### src/rtl/tbl_rd_arb.sv
// Shared FP lookup-table owner: streams the table in after reset/reload, then
// round-robin arbitrates two requesters onto the single combinational read port.
module tbl_rd_arb #(
    parameter int unsigned NUM_ENT = 320,
    parameter int unsigned TAG_W   = 4
) (
    input  logic             clk,
    input  logic             rst,
    input  logic             ld_start,
    input  logic             ld_valid,
    output logic             ld_ready,
    input  logic [67:0]      ld_data,
    output logic             ld_done,
    output logic             tbl_valid,
    input  logic             rq0_vld,
    input  logic             rq1_vld,
    output logic             rq0_rdy,
    output logic             rq1_rdy,
    input  logic [67:0]      rq0_A,
    input  logic [67:0]      rq1_A,
    input  logic [2:0]       rq0_xtra,
    input  logic [2:0]       rq1_xtra,
    input  logic [TAG_W-1:0] rq0_tag,
    input  logic [TAG_W-1:0] rq1_tag,
    output logic             rsp0_vld,
    output logic             rsp1_vld,
    output logic [67:0]      rsp0_res,
    output logic [67:0]      rsp1_res,
    output logic [TAG_W-1:0] rsp0_tag,
    output logic [TAG_W-1:0] rsp1_tag,
    output logic [67:0]      tbl_A,
    output logic [67:0]      tbl_B,
    output logic [2:0]       tbl_xtra,
    output logic             tbl_rd,
    output logic             tbl_wr,
    input  logic [67:0]      tbl_res
);

    localparam int unsigned IDX_W = $clog2(NUM_ENT);
    localparam logic [IDX_W-1:0] LAST_IDX = IDX_W'(NUM_ENT - 1);

    localparam logic [1:0] EMPTY = 2'd0;
    localparam logic [1:0] LOAD  = 2'd1;
    localparam logic [1:0] RDY   = 2'd2;

    logic [1:0]       state;
    logic [IDX_W-1:0] idx;
    logic             rr_last;
    logic             ld_acc;
    logic             arb_en;
    logic             g0;
    logic             g1;

    // Grants and load beats are held off while rst or ld_start is high, so no
    // request is consumed without its response being delivered.
    always_comb begin
        ld_ready = (state == LOAD) && !ld_start && !rst;
        ld_acc   = ld_ready && ld_valid;
        arb_en   = (state == RDY) && !ld_start && !rst;
        g0       = arb_en && rq0_vld && (!rq1_vld || rr_last);
        g1       = arb_en && rq1_vld && (!rq0_vld || !rr_last);
    end

    assign rq0_rdy   = g0;
    assign rq1_rdy   = g1;
    assign tbl_valid = (state == RDY);

    always_comb begin
        tbl_rd   = 1'b0;
        tbl_wr   = 1'b0;
        tbl_A    = '0;
        tbl_B    = '0;
        tbl_xtra = '0;
        if (ld_acc) begin
            tbl_wr              = 1'b1;
            tbl_A               = ld_data;
            tbl_B[45 +: IDX_W]  = idx;
        end else if (g0) begin
            tbl_rd   = 1'b1;
            tbl_A    = rq0_A;
            tbl_xtra = rq0_xtra;
        end else if (g1) begin
            tbl_rd   = 1'b1;
            tbl_A    = rq1_A;
            tbl_xtra = rq1_xtra;
        end
    end

    always_ff @(posedge clk) begin
        if (rst) begin
            state    <= EMPTY;
            idx      <= '0;
            ld_done  <= 1'b0;
            rr_last  <= 1'b1;
            rsp0_vld <= 1'b0;
            rsp1_vld <= 1'b0;
            rsp0_res <= '0;
            rsp1_res <= '0;
            rsp0_tag <= '0;
            rsp1_tag <= '0;
        end else begin
            ld_done <= ld_acc && (idx == LAST_IDX);
            case (state)
                EMPTY: begin
                    if (ld_start) begin
                        state <= LOAD;
                        idx   <= '0;
                    end
                end
                LOAD: begin
                    if (ld_start) begin
                        idx <= '0;
                    end else if (ld_acc) begin
                        if (idx == LAST_IDX) begin
                            state <= RDY;
                            idx   <= '0;
                        end else begin
                            idx <= idx + 1'b1;
                        end
                    end
                end
                RDY: begin
                    if (ld_start) begin
                        state <= LOAD;
                        idx   <= '0;
                    end
                end
                default: state <= EMPTY;
            endcase

            rsp0_vld <= g0;
            rsp1_vld <= g1;
            if (g0) begin
                rsp0_res <= tbl_res;
                rsp0_tag <= rq0_tag;
                rr_last  <= 1'b0;
            end
            if (g1) begin
                rsp1_res <= tbl_res;
                rsp1_tag <= rq1_tag;
                rr_last  <= 1'b1;
            end
        end
    end

endmodule
### config.mk
export PLATFORM = sky130hd
export DESIGN_NAME = tbl_rd_arb
export DESIGN_NICKNAME = d
export VERILOG_FILES = /design/src/rtl/tbl_rd_arb.sv
export SDC_FILE = /design/constraint.sdc
export NUM_CORES = 1
export LEC_CHECK = 0
export ABC_AREA = 1
export BUFFER_PORTS_ARGS = -buffer_cell sky130_fd_sc_hd__buf_2
export CORE_AREA = 2 2 227 229
export DETAILED_ROUTE_END_ITERATION = 8
export DIE_AREA = 0 0 229 231
export PLACE_DENSITY = 0.36
export SYNTH_ARGS = -nofsm -noshare
export SYNTH_HDL_FRONTEND = slang
export SYNTH_SLANG_ARGS = --single-unit
### constraint.sdc
create_clock -name clk -period 3.4 [get_ports clk]
set_input_delay 0.17 -clock clk [delete_from_list [all_inputs] [get_ports clk]]
set_output_delay 0.17 -clock clk [all_outputs]
set_load 0.02 [all_outputs]
==> results.py, run 1 <==
metrics = {
    "outcome": {
        "outcome": "complete, no violations",
    },
    "timing": {
        "final_max_slew_viol_count": 0,
        "period_minus_slack_ns": 2.89,
        "worstMarginPinSlew_ns": 0.964,
        "setup_viol": 0,
        "fmax_mhz": 346,
        "setup_slack_ns": 0.513,
        "fin_crit_sh_pct": 84.9,
        "fin_tns_setup_ns": 0,
        "rsz0062_at_grt": "no",
        "whs_ns": 0.0513,
        "slew_headroom_pct": 35.7,
        "fin_worst_skew_ns": 0.0112,
        "finalHoldViolations": 0,
    },
    "cts": {
        "cts_tree": "done",
        "cts.clk_slew.worst_paths_ns": 0.07,
        "numCtsBuffers": 17,
        "root_buffer": "clkbuf_16",
        "clock_latency_ns": 0.44,
        "cts.sinks": 159,
        "clk_path_buf_depth": 2,
        "htreeDepth": 4,
    },
    "floorplan": {
        "design.die.area_um2": 52900,
        "die_h_um": 231,
        "rows": 83,
        "fp.dieW_um": 229,
        "initial_core_util_pct": 14.6,
        "ioPinCount": 584,
        "core_area_um2": 50700,
    },
    "placed_design": {
        "place_hpwl_mm": 36.9,
        "place.gp.congestion": 1.00,
        "pre_cts_ws_ns": 1.01,
        "numPortBuffers": 524,
    },
    "drt": {
        "drtAntennaViolNets": 0,
        "drt_first_pass_iters": 4,
        "dr.first_iter.drc_count": 447,
        "drc": 0,
        "vias": 9177,
        "vias_per_cell": 3.83,
        "routedWlPerCell_um": 18.9,
        "wl_mm": 45.4,
    },
    "yosys": {
        "ys_warn_count": 0,
        "seq_area_frac_synth_pct": 43.0,
        "ys_types": 24,
        "synth-seq-cells": 159,
        "syn_avg_cell_area_um2": 6.61,
        "syn-instance-count": 1121,
        "synth_area_um2": 7410,
    },
    "critical_path": {
        "crit_slowest_cell": "inv_2",
        "required_ns": 3.23,
        "r2r_slack_ns": 1.19,
        "crit_family": "buffers and inverters",
        "critPathMaxFanout": 35,
        "worst-path-buf-inv": 3,
        "cp_data_arrival_time_ns": 2.72,
        "cp_cell_sequence": "inv_1 -> nor2_1 -> nand3_2 -> inv_2 -> nand2_1 -> nand3_1 -> buf_2",
        "cpPeakStageDelay_ns": 0.62,
        "crit_type": "reg2out",
        "worst_setup_path_start_kind": "flip-flop",
        "crit_path_end_kind": "output pin",
    },
    "global_route": {
        "gr-total-overflow": 0,
        "grt_pass1_vias": 9175,
        "grt_max_degree": 97,
        "gr-usage-all-layers_pct": 16.5,
        "grt_pass1_wl_mm": 63.0,
        "antenna_found_initial": 27,
    },
    "power": {
        "sequentialPowerShare_pct": 44.1,
        "leakagePower_nw": 6.28,
        "netSwitchingPower_mw": 1.09,
        "power_density_nw_per_um2": 358,
        "vdd_ir_drop_max_mv": 0.326,
        "netSwitchingFraction_pct": 25.7,
        "p_clk_share_pct": 44.6,
        "pwr-share-comb_pct": 11.3,
        "internal_power_mw": 3.15,
    },
    "run": {
        "cap_violations": 0,
    },
    "worst_hold_path": {
        "min_path_type": "in2reg",
    },
    "finish": {
        "mostFrequentLayoutCell": "buf_2",
        "area_growth_pct": 59.8,
        "layout-drive-gt1-share_pct": 34.4,
        "fin_nets": 1988,
        "final_cell_mix": "buf_2 (524), nand2_1 (460), nor2_1 (172)",
    },
}
==> registers in the layout, indices dropped and copies added, names as in the netlist <==
name and count:
ld_done 1, rsp0_res 68, rsp0_vld 1, rsp0_tag 4
rr_last 1, idx 9, rsp1_tag 4, rsp1_vld 1
state 2, rsp1_res 68
==> tightest hold or removal path: cells and delay by family <==
| family | cells | cell delay [ns] |
|---|---|---|
| buffers and inverters | 1 | 0.09 |
| AO/OA/AOI/OAI | 1 | 0.09 |
| AND/OR/NAND/NOR | 1 | 0.10 |
==> power groups by stage <==
stage / combinational, mW / clock, mW / sequential, mW
after global placement: 0.417 / 0 / 1.91
final: 0.478 / 1.89 / 1.87
after CTS: 0.487 / 1.98 / 1.87
after global routing: 0.520 / 2.05 / 1.87
after floorplan: 0.203 / 0 / 1.91
after detailed placement: 0.414 / 0 / 1.91
==> cells in the mapped netlist <==
cell      instances  share of area, %
a21oi_1           3              0.20
buf_2            27               1.8
buf_4            68               6.9
buf_6             7               1.1
clkbuf_1         18              0.91
clkinv_1          1             0.051
conb_1            1             0.051
dfxtp_1         159                43
ha_1              1              0.17
inv_1            24               1.2
inv_2             6              0.30
nand2_1         460                23
nand2_2           3              0.25
nand2_4           1              0.15
nand3_1          78               5.3
nand3_2           1              0.14
nand4_1           3              0.25
nor2_1          172               8.7
nor2_2            1             0.084
nor2_4            3              0.46
nor3_1            3              0.20
o21ai_0          53               3.6
o21ai_1          27               1.8
o21ai_2           1              0.12
==> path summary, 6_finish.rpt <==
kind | start | to | depth (start not counted)
hold reg to reg | rsp1_res[33]$_SDFFE_PP0N_ | rsp1_res[33]$_SDFFE_PP0N_ | 2
hold / removal | rq1_vld | rsp1_vld$_SDFF_PP0_ | 3
setup reg to reg | state[0]$_SDFFE_PP0P_ | rsp0_res[18]$_SDFFE_PP0P_ | 8
setup / recovery | state[0]$_SDFFE_PP0P_ | tbl_A[22] | 7
==> cell families after synthesis <==
| logic type | synth area share, % |
|---|---|
| AO/OA/AOI/OAI | 5.73 |
| adder cells (fa/ha/maj) | 0.169 |
| buffers and inverters | 12.3 |
| flip-flops | 43.0 |
| other | 0.0506 |
| AND/OR/NAND/NOR | 38.8 |
==> metal layers <==
| metal | up-vias | global-route usage, % | wire length [um] |
|---|---|---|---|
| met3 | 89 | 4.78 | 2950 |
| met5 | - | 0 | 154 |
| met4 | 26 | 6.78 | 2070 |
| met1 | 4192 | 15.8 | 15700 |
| li1 | 4518 | - | - |
| met2 | 352 | 32.4 | 24500 |
==> repair_timing <==
item | in CTS | in global routing
hold buffers | 76 | 0
setup buffers | 0 | 0
resized for setup | 0 | 0
endpoints found under the setup margin | 0 | 0
hold endpoints to repair | 124 | 0
==> layout make-up <==
| cell class | instances | area [um^2] |
|---|---|---|
| flip-flops and latches | 159 | 3180 |
| clock buffers | 21 | 470 |
| repair buffers | 617 | 3550 |
| clock inverters | 10 | 105 |
| inverters | 31 | 121 |
| diodes | 9 | 22.5 |
| well taps | 680 | 851 |
| fillers | 5969 | 38800 |
| multi-input cells | 869 | 3530 |
==> metrics by stage <==
step	total power [mW]	cell area [um^2]	util, %	cells
floorplan	2.11	7630	-	1179
detailed placement	2.33	10500	20.7	2280
CTS	4.34	11800	23.3	2387
global route	4.44	11800	23.3	2391
finish	4.24	11800	23.4	2396
global placement	2.33	10500	20.7	2280
(Power assumes the default switching activity.)
==> run 2: changes to the inputs <==
- ABC_AREA: 1 -> 0
- CORE_AREA: 2 2 227 229 -> 2 2 228 230
- DIE_AREA: 0 0 229 231 -> 0 0 230 232
- clock period: 3.4 -> 2.7 ns (I/O delays scaled with it)
==> run 2 against run 1 <==
Clock-buffer cell count shrank 1. Via count down 3.8%. Synthesized cell count down 16%. Non-clock buffer count is 5 higher. Total power increased by 26%. Hold slack better by 0.039 ns. Sequential power up 26%. Global-route usage fell by 1.8 points. Combinational power up 18%. Clock power increased by 29%. Cell area grew 1.5%.
==> results.py, run 2 <==
metrics = {
    "outcome": {
        "outcome": "complete, no violations",
    },
    "worst_hold_path": {
        "worstHoldStart": "ld_start",
        "hold_depth": 3,
        "hold_end": "state[0]$_SDFFE_PP0P_",
        "min_path_type": "in2reg",
    },
    "cts": {
        "numCtsBuffers": 17,
        "cts.sinks": 159,
        "clock_latency_ns": 0.48,
        "htreeDepth": 4,
        "root_buffer": "clkbuf_16",
        "clk_path_buf_depth": 2,
        "cts_tree": "done",
        "cts.clk_slew.worst_paths_ns": 0.06,
    },
    "finish": {
        "final_cell_mix": "buf_2 (523), nand2_1 (226), dfxtp_1 (158)",
        "mostFrequentLayoutCell": "buf_2",
        "multiInputGateArea_um2": 3380,
        "fin_nets": 1800,
        "instances_no_fill": 2202,
        "area_growth_pct": 62.1,
        "fillCellCount": 5814,
        "seq_area_um2": 3180,
        "largestRegisters": "rsp0_res: 68 flops, rsp1_res: 68 flops, idx: 9 flops",
        "layout-drive-gt1-share_pct": 38.8,
    },
    "yosys": {
        "synthMuxAreaShare_pct": 0,
        "synth-seq-cells": 159,
        "yosys.area_share.simple_pct": 20.8,
        "async_flop_share_pct": 0,
        "yosys-top-cells-area": "dfxtp_1 (43%), nand2_1 (11%), a222oi_1 (9.2%), buf_4 (7.3%), nand2b_1 (6.2%)",
        "synth_adder_area_share_pct": 0.169,
        "ys_warn_count": 0,
        "syn_avg_cell_area_um2": 7.89,
        "yosysTopAreaCell": "dfxtp_1",
        "synth_top_family_by_area": "compound AO/OA/AOI/OAI gates",
        "netlist_top_cells_count": "nand2_1 (226), dfxtp_1 (159), a21oi_1 (81)",
        "seq_area_frac_synth_pct": 43.0,
        "synth_compound_area_share_pct": 21.1,
        "synthXorXnorAreaFrac_pct": 0.355,
        "synth_top_area_share_pct": 43.0,
        "synth.most_common_cell": "nand2_1",
        "ys.flop_type": "dfxtp_1",
        "synth_edf_count": 0,
        "syn-instance-count": 939,
        "ys_types": 41,
        "synth_area_um2": 7410,
    },
    "timing": {
        "fmax_mhz": 381,
        "setup_viol": 0,
        "finalHoldViolations": 0,
        "worstMarginPinSlew_ns": 0.850,
        "period_minus_slack_ns": 2.62,
        "fin_worst_skew_ns": 0.0148,
        "whs_ns": 0.0904,
        "fin_crit_sh_pct": 97.2,
        "slew_headroom_pct": 43.4,
        "final_max_slew_viol_count": 0,
        "fin_tns_setup_ns": 0,
        "setup_slack_ns": 0.0759,
    },
    "global_route": {
        "gr-usage-all-layers_pct": 14.6,
        "grt_max_degree": 82,
        "grt_pass1_wl_mm": 57.1,
        "gr-total-overflow": 0,
        "grt_pass1_vias": 8529,
        "antenna_found_initial": 7,
    },
    "floorplan": {
        "rows": 83,
        "core_area_um2": 50900,
        "fp.dieW_um": 230,
        "initial_core_util_pct": 14.6,
        "design.die.area_um2": 53400,
        "ioPinCount": 584,
        "die_h_um": 232,
    },
    "drt": {
        "vias": 8828,
        "routedWlPerCell_um": 18.5,
        "drt_first_pass_iters": 9,
        "dr.first_iter.drc_count": 709,
        "wl_mm": 40.8,
        "drtAntennaViolNets": 0,
        "vias_per_cell": 4.01,
        "drc": 0,
    },
    "critical_path": {
        "reg2reg_to": "rsp1_tag[3]$_SDFFE_PP0N_",
        "cp_data_arrival_time_ns": 2.49,
        "r2r-start": "state[0]$_SDFFE_PP0P_",
        "critPathMaxFanout": 26,
        "required_ns": 2.57,
        "r2r_slack_ns": 0.49,
        "crit_type": "in2out",
        "worst_setup_path_start_kind": "input pin",
        "reg2reg_depth": 8,
        "crit_path_end_kind": "output pin",
    },
    "power": {
        "power_density_nw_per_um2": 445,
        "vdd_ir_drop_max_mv": 0.417,
        "leakagePower_nw": 6.08,
    },
    "run": {
        "cap_violations": 0,
    },
    "placed_design": {
        "place.gp.congestion": 0.919,
        "numPortBuffers": 524,
        "pre_cts_ws_ns": 0.372,
        "place_hpwl_mm": 30.8,
        "placedCellCount": 2085,
    },
}
[run 2: changes by cell type in the layout (fill, tap and decap cells not counted), moves of 10 or more]
cell,previous run,this run
nand2b_1,0,73
and3_1,0,10
nand2_1,460,226
nor2_1,172,6
o21ai_1,27,62
a222oi_1,0,68
nand3_1,78,2
inv_1,24,68
o21ai_0,53,10
a21oi_1,3,81
[run 2: final cells by class]
class | instances | area share, %
timing repair buffer | 622 | 30.9
tap | 680 | 7.08
sequential | 159 | 26.5
antenna | 2 | 0.0417
clock inverter | 12 | 0.937
multi-input combinational | 633 | 28.2
timing repair inverter | 1 | 0.0729
inverter | 73 | 2.45
clock buffer | 20 | 3.88
[run 2: through the flow]
stage / cell area (um^2) / utilization (%) / power (mW)
2_1_floorplan: 7630 / - / 2.64
3_3_place_gp: 10500 / 20.7 / 2.88
3_5_place_dp: 10500 / 20.7 / 2.87
4_1_cts: 11900 / 23.4 / 5.45
5_1_grt: 12000 / 23.6 / 5.58
6_report: 12000 / 23.6 / 5.34
[run 2: worst max-delay path by stage]
stage	end	cells after the start	from
floorplan	tbl_A[58]	6	state[0]$_SDFFE_PP0P_
CTS	tbl_rd	6	state[0]$_SDFFE_PP0P_
global placement	rsp1_tag[3]$_SDFFE_PP0N_	7	state[0]$_SDFFE_PP0P_
detailed placement	rsp1_tag[3]$_SDFFE_PP0N_	7	state[0]$_SDFFE_PP0P_
global route	tbl_A[66]	8	state[0]$_SDFFE_PP0P_
finish	tbl_A[39]	10	rst
[run 2: cells by family after synthesis]
| family | count (synthesis) |
|---|---|
| XOR/XNOR | 3 |
| buffers and inverters | 205 |
| adder cells (fa/ha/maj) | 1 |
| AO/OA/AOI/OAI | 235 |
| other | 1 |
| AND/OR/NAND/NOR | 335 |
| flip-flops | 159 |
[run 2: timing repair]
action,4_1_cts,5_1_grt
buffers inserted,1,2
setup endpoints to repair,35,40
hold buffers,77,0
pin swaps,3,1
gates cloned,0,3
resized for setup,2,13
hold endpoints to repair,145,0
[run 2: worst max-delay path: stages]
cell and delay (ns):
dlygate4sd3_1 0.52, buf_4 0.27, nor4b_4 0.09, buf_4 0.15, nand3_4 0.18, clkinv_8 0.16
buf_8 0.20, a222oi_1 0.46, inv_1 0.10, buf_2 0.19
[run 2: power by group]
part	switching (mW)	internal (mW)
Combinational	0.292	0.271
Clock	1.09	1.34
Sequential	0.00501	2.35
Total	1.38	3.96
[run 2: metal layers]
metal	share of wire (%)	global-route usage (%)	vias to the layer above
met1	44	18.7	4148
li1	-	-	4215
met4	1.9	5.20	4
met3	9.8	5.92	48
met2	44	21.9	413
met5	0.37	1.84	-
==> run 3: changes to the inputs <==
- RECOVER_POWER: default -> 100
==> run 3 against run 2 <==
The run now ends with DRC left. Clock power barely moved. Largest cell class unchanged. Sequential share of layout area grew 0.40 points. Critical path type unchanged. Die area is the same.
==> results.py, run 3 (same netlist as run 2, synthesis figures left out) <==
metrics = {
    "critical_path": {
        "worst_setup_path_start_kind": "input pin",
        "cp_common_cell": "buf_4",
        "worst-path-buf-inv": 7,
        "cp_cell_sequence": "dlygate4sd3_1 -> buf_4 -> nor4b_4 -> buf_4 -> nand3_4 -> clkinv_8 -> buf_8 -> a222oi_1 -> inv_1 -> buf_2",
        "crit_path_end_kind": "output pin",
        "critPathMaxFanout": 26,
        "cp_data_arrival_time_ns": 2.49,
        "crit_type": "in2out",
        "cpPeakStageDelay_ns": 0.52,
        "crit_family": "buffers and inverters",
        "required_ns": 2.57,
        "crit_slowest_cell": "dlygate4sd3_1",
    },
    "drt": {
        "drc": 6,
        "wl_mm": 40.9,
        "routedWlPerCell_um": 18.5,
        "dr.first_iter.drc_count": 680,
        "drtAntennaViolNets": 0,
        "drt_first_pass_iters": 9,
        "vias": 8862,
        "vias_per_cell": 4.02,
    },
    "cts": {
        "numCtsBuffers": 17,
        "cts_tree": "done",
        "clock_latency_ns": 0.48,
        "htreeDepth": 4,
        "clk_path_buf_depth": 2,
        "cts.clk_slew.worst_paths_ns": 0.06,
        "cts.sinks": 159,
        "root_buffer": "clkbuf_16",
    },
    "run": {
        "cap_violations": 0,
    },
    "power": {
        "netSwitchingPower_mw": 1.38,
        "leakagePower_nw": 5.42,
        "p_clk_share_pct": 45.4,
        "internal_power_mw": 3.96,
        "sequentialPowerShare_pct": 44.0,
        "power_density_nw_per_um2": 451,
        "power_mw": 5.34,
        "pwr-share-comb_pct": 10.5,
        "netSwitchingFraction_pct": 25.8,
        "vdd_ir_drop_max_mv": 0.430,
    },
    "finish": {
        "final_util_pct": 23.3,
        "layout-drive-gt1-share_pct": 29.0,
        "instances_no_fill": 2204,
        "final_cell_mix": "buf_2 (375), nand2_1 (226), dfxtp_1 (158)",
        "largestRegisters": "rsp0_res: 68 flops, rsp1_res: 68 flops, idx: 9 flops",
        "mostFrequentLayoutCell": "buf_2",
        "final_area_um2": 11800,
        "fin_nets": 1800,
        "area_growth_pct": 59.7,
    },
    "timing": {
        "fin_tns_setup_ns": 0,
        "fin_worst_skew_ns": 0.0157,
        "fin_crit_sh_pct": 97.2,
        "fmax_mhz": 381,
        "setup_viol": 0,
        "final_max_slew_viol_count": 0,
        "finalHoldViolations": 0,
        "worstMarginPinSlew_ns": 0.841,
        "whs_ns": 0.0978,
        "period_minus_slack_ns": 2.62,
        "slew_headroom_pct": 44.0,
        "setup_slack_ns": 0.0754,
    },
    "floorplan": {
        "die_h_um": 232,
        "core_area_um2": 50900,
        "fp.dieW_um": 230,
        "design.die.area_um2": 53400,
        "ioPinCount": 584,
        "rows": 83,
        "initial_core_util_pct": 14.6,
    },
    "global_route": {
        "grt_max_degree": 82,
        "gr-total-overflow": 0,
        "antenna_found_initial": 7,
        "grt_pass1_vias": 8529,
        "grt_pass1_wl_mm": 57.1,
        "gr-usage-all-layers_pct": 14.6,
    },
    "placed_design": {
        "pre_cts_ws_ns": 0.372,
        "place.gp.congestion": 0.919,
        "placed_area_um2": 10500,
        "placedCellCount": 2085,
        "place_hpwl_mm": 30.8,
        "numPortBuffers": 524,
    },
    "worst_hold_path": {
        "min_path_type": "in2reg",
    },
    "outcome": {
        "outcome": "complete, but fails checks",
        "violations": "DRC",
    },
}
==> run 3: cell types whose count changed in the layout (fill, tap and decap cells not counted), sizes merged <==
| cell | change |
|---|---|
| diode | +2 |
| buf | -148 |
| clkbuf | +148 |
==> run 3: worst register-to-register path, delay by kind of cell, from the launching register on <==
kind | cells | cell delay, ns
flops | 1 | 0.36
buf+inv | 4 | 0.99
compound gates | 1 | 0.12
simple gates | 3 | 0.66
==> run 3: final cells by class <==
type	instances	area (um^2)
antenna	4	10.0
clock inverter	12	113
tap	680	851
timing repair buffer	622	3520
timing repair inverter	1	8.76
multi-input combinational	633	3380
sequential	159	3180
clock buffer	20	467
fill	5867	39100
inverter	73	294
==> run 3: power by group through the flow <==
stage          combinational, mW  sequential (mW)  clock, mW
3_5_place_dp               0.470             2.41          0
6_report                   0.563             2.35       2.43
4_1_cts                    0.560             2.35       2.54
5_1_grt                    0.606             2.35       2.63
2_1_floorplan              0.240             2.40          0
3_3_place_gp               0.472             2.40          0
==> run 3: path summary, 6_finish.rpt <==
kind / startpoint / to / slack (ns) / cells after the start
max: rst / tbl_A[39] / 0.08 / 10
min: ld_start / state[0]$_SDFFE_PP0P_ / 0.1 / 3
max reg2reg: state[0]$_SDFFE_PP0P_ / rsp1_tag[3]$_SDFFE_PP0N_ / 0.50 / 8
min reg2reg: rsp0_res[5]$_SDFFE_PP0P_ / rsp0_res[5]$_SDFFE_PP0P_ / 0.45 / 2
==> run 3: layer usage <==
metal	global-route usage, %	up-vias	wire length (um)
met5	1.84	-	149
met2	21.9	441	17800
met1	18.7	4142	18100
met4	5.20	4	818
li1	-	4216	-
met3	5.92	59	4010
==> run 3: repair_timing <==
action                                  CTS  global route
resized for setup                         2            13
buffers inserted                          1             2
pin swaps                                 3             1
endpoints found under the setup margin   35            40
hold buffers                             77             0
gates cloned                              0             3
hold endpoints to repair                145             0
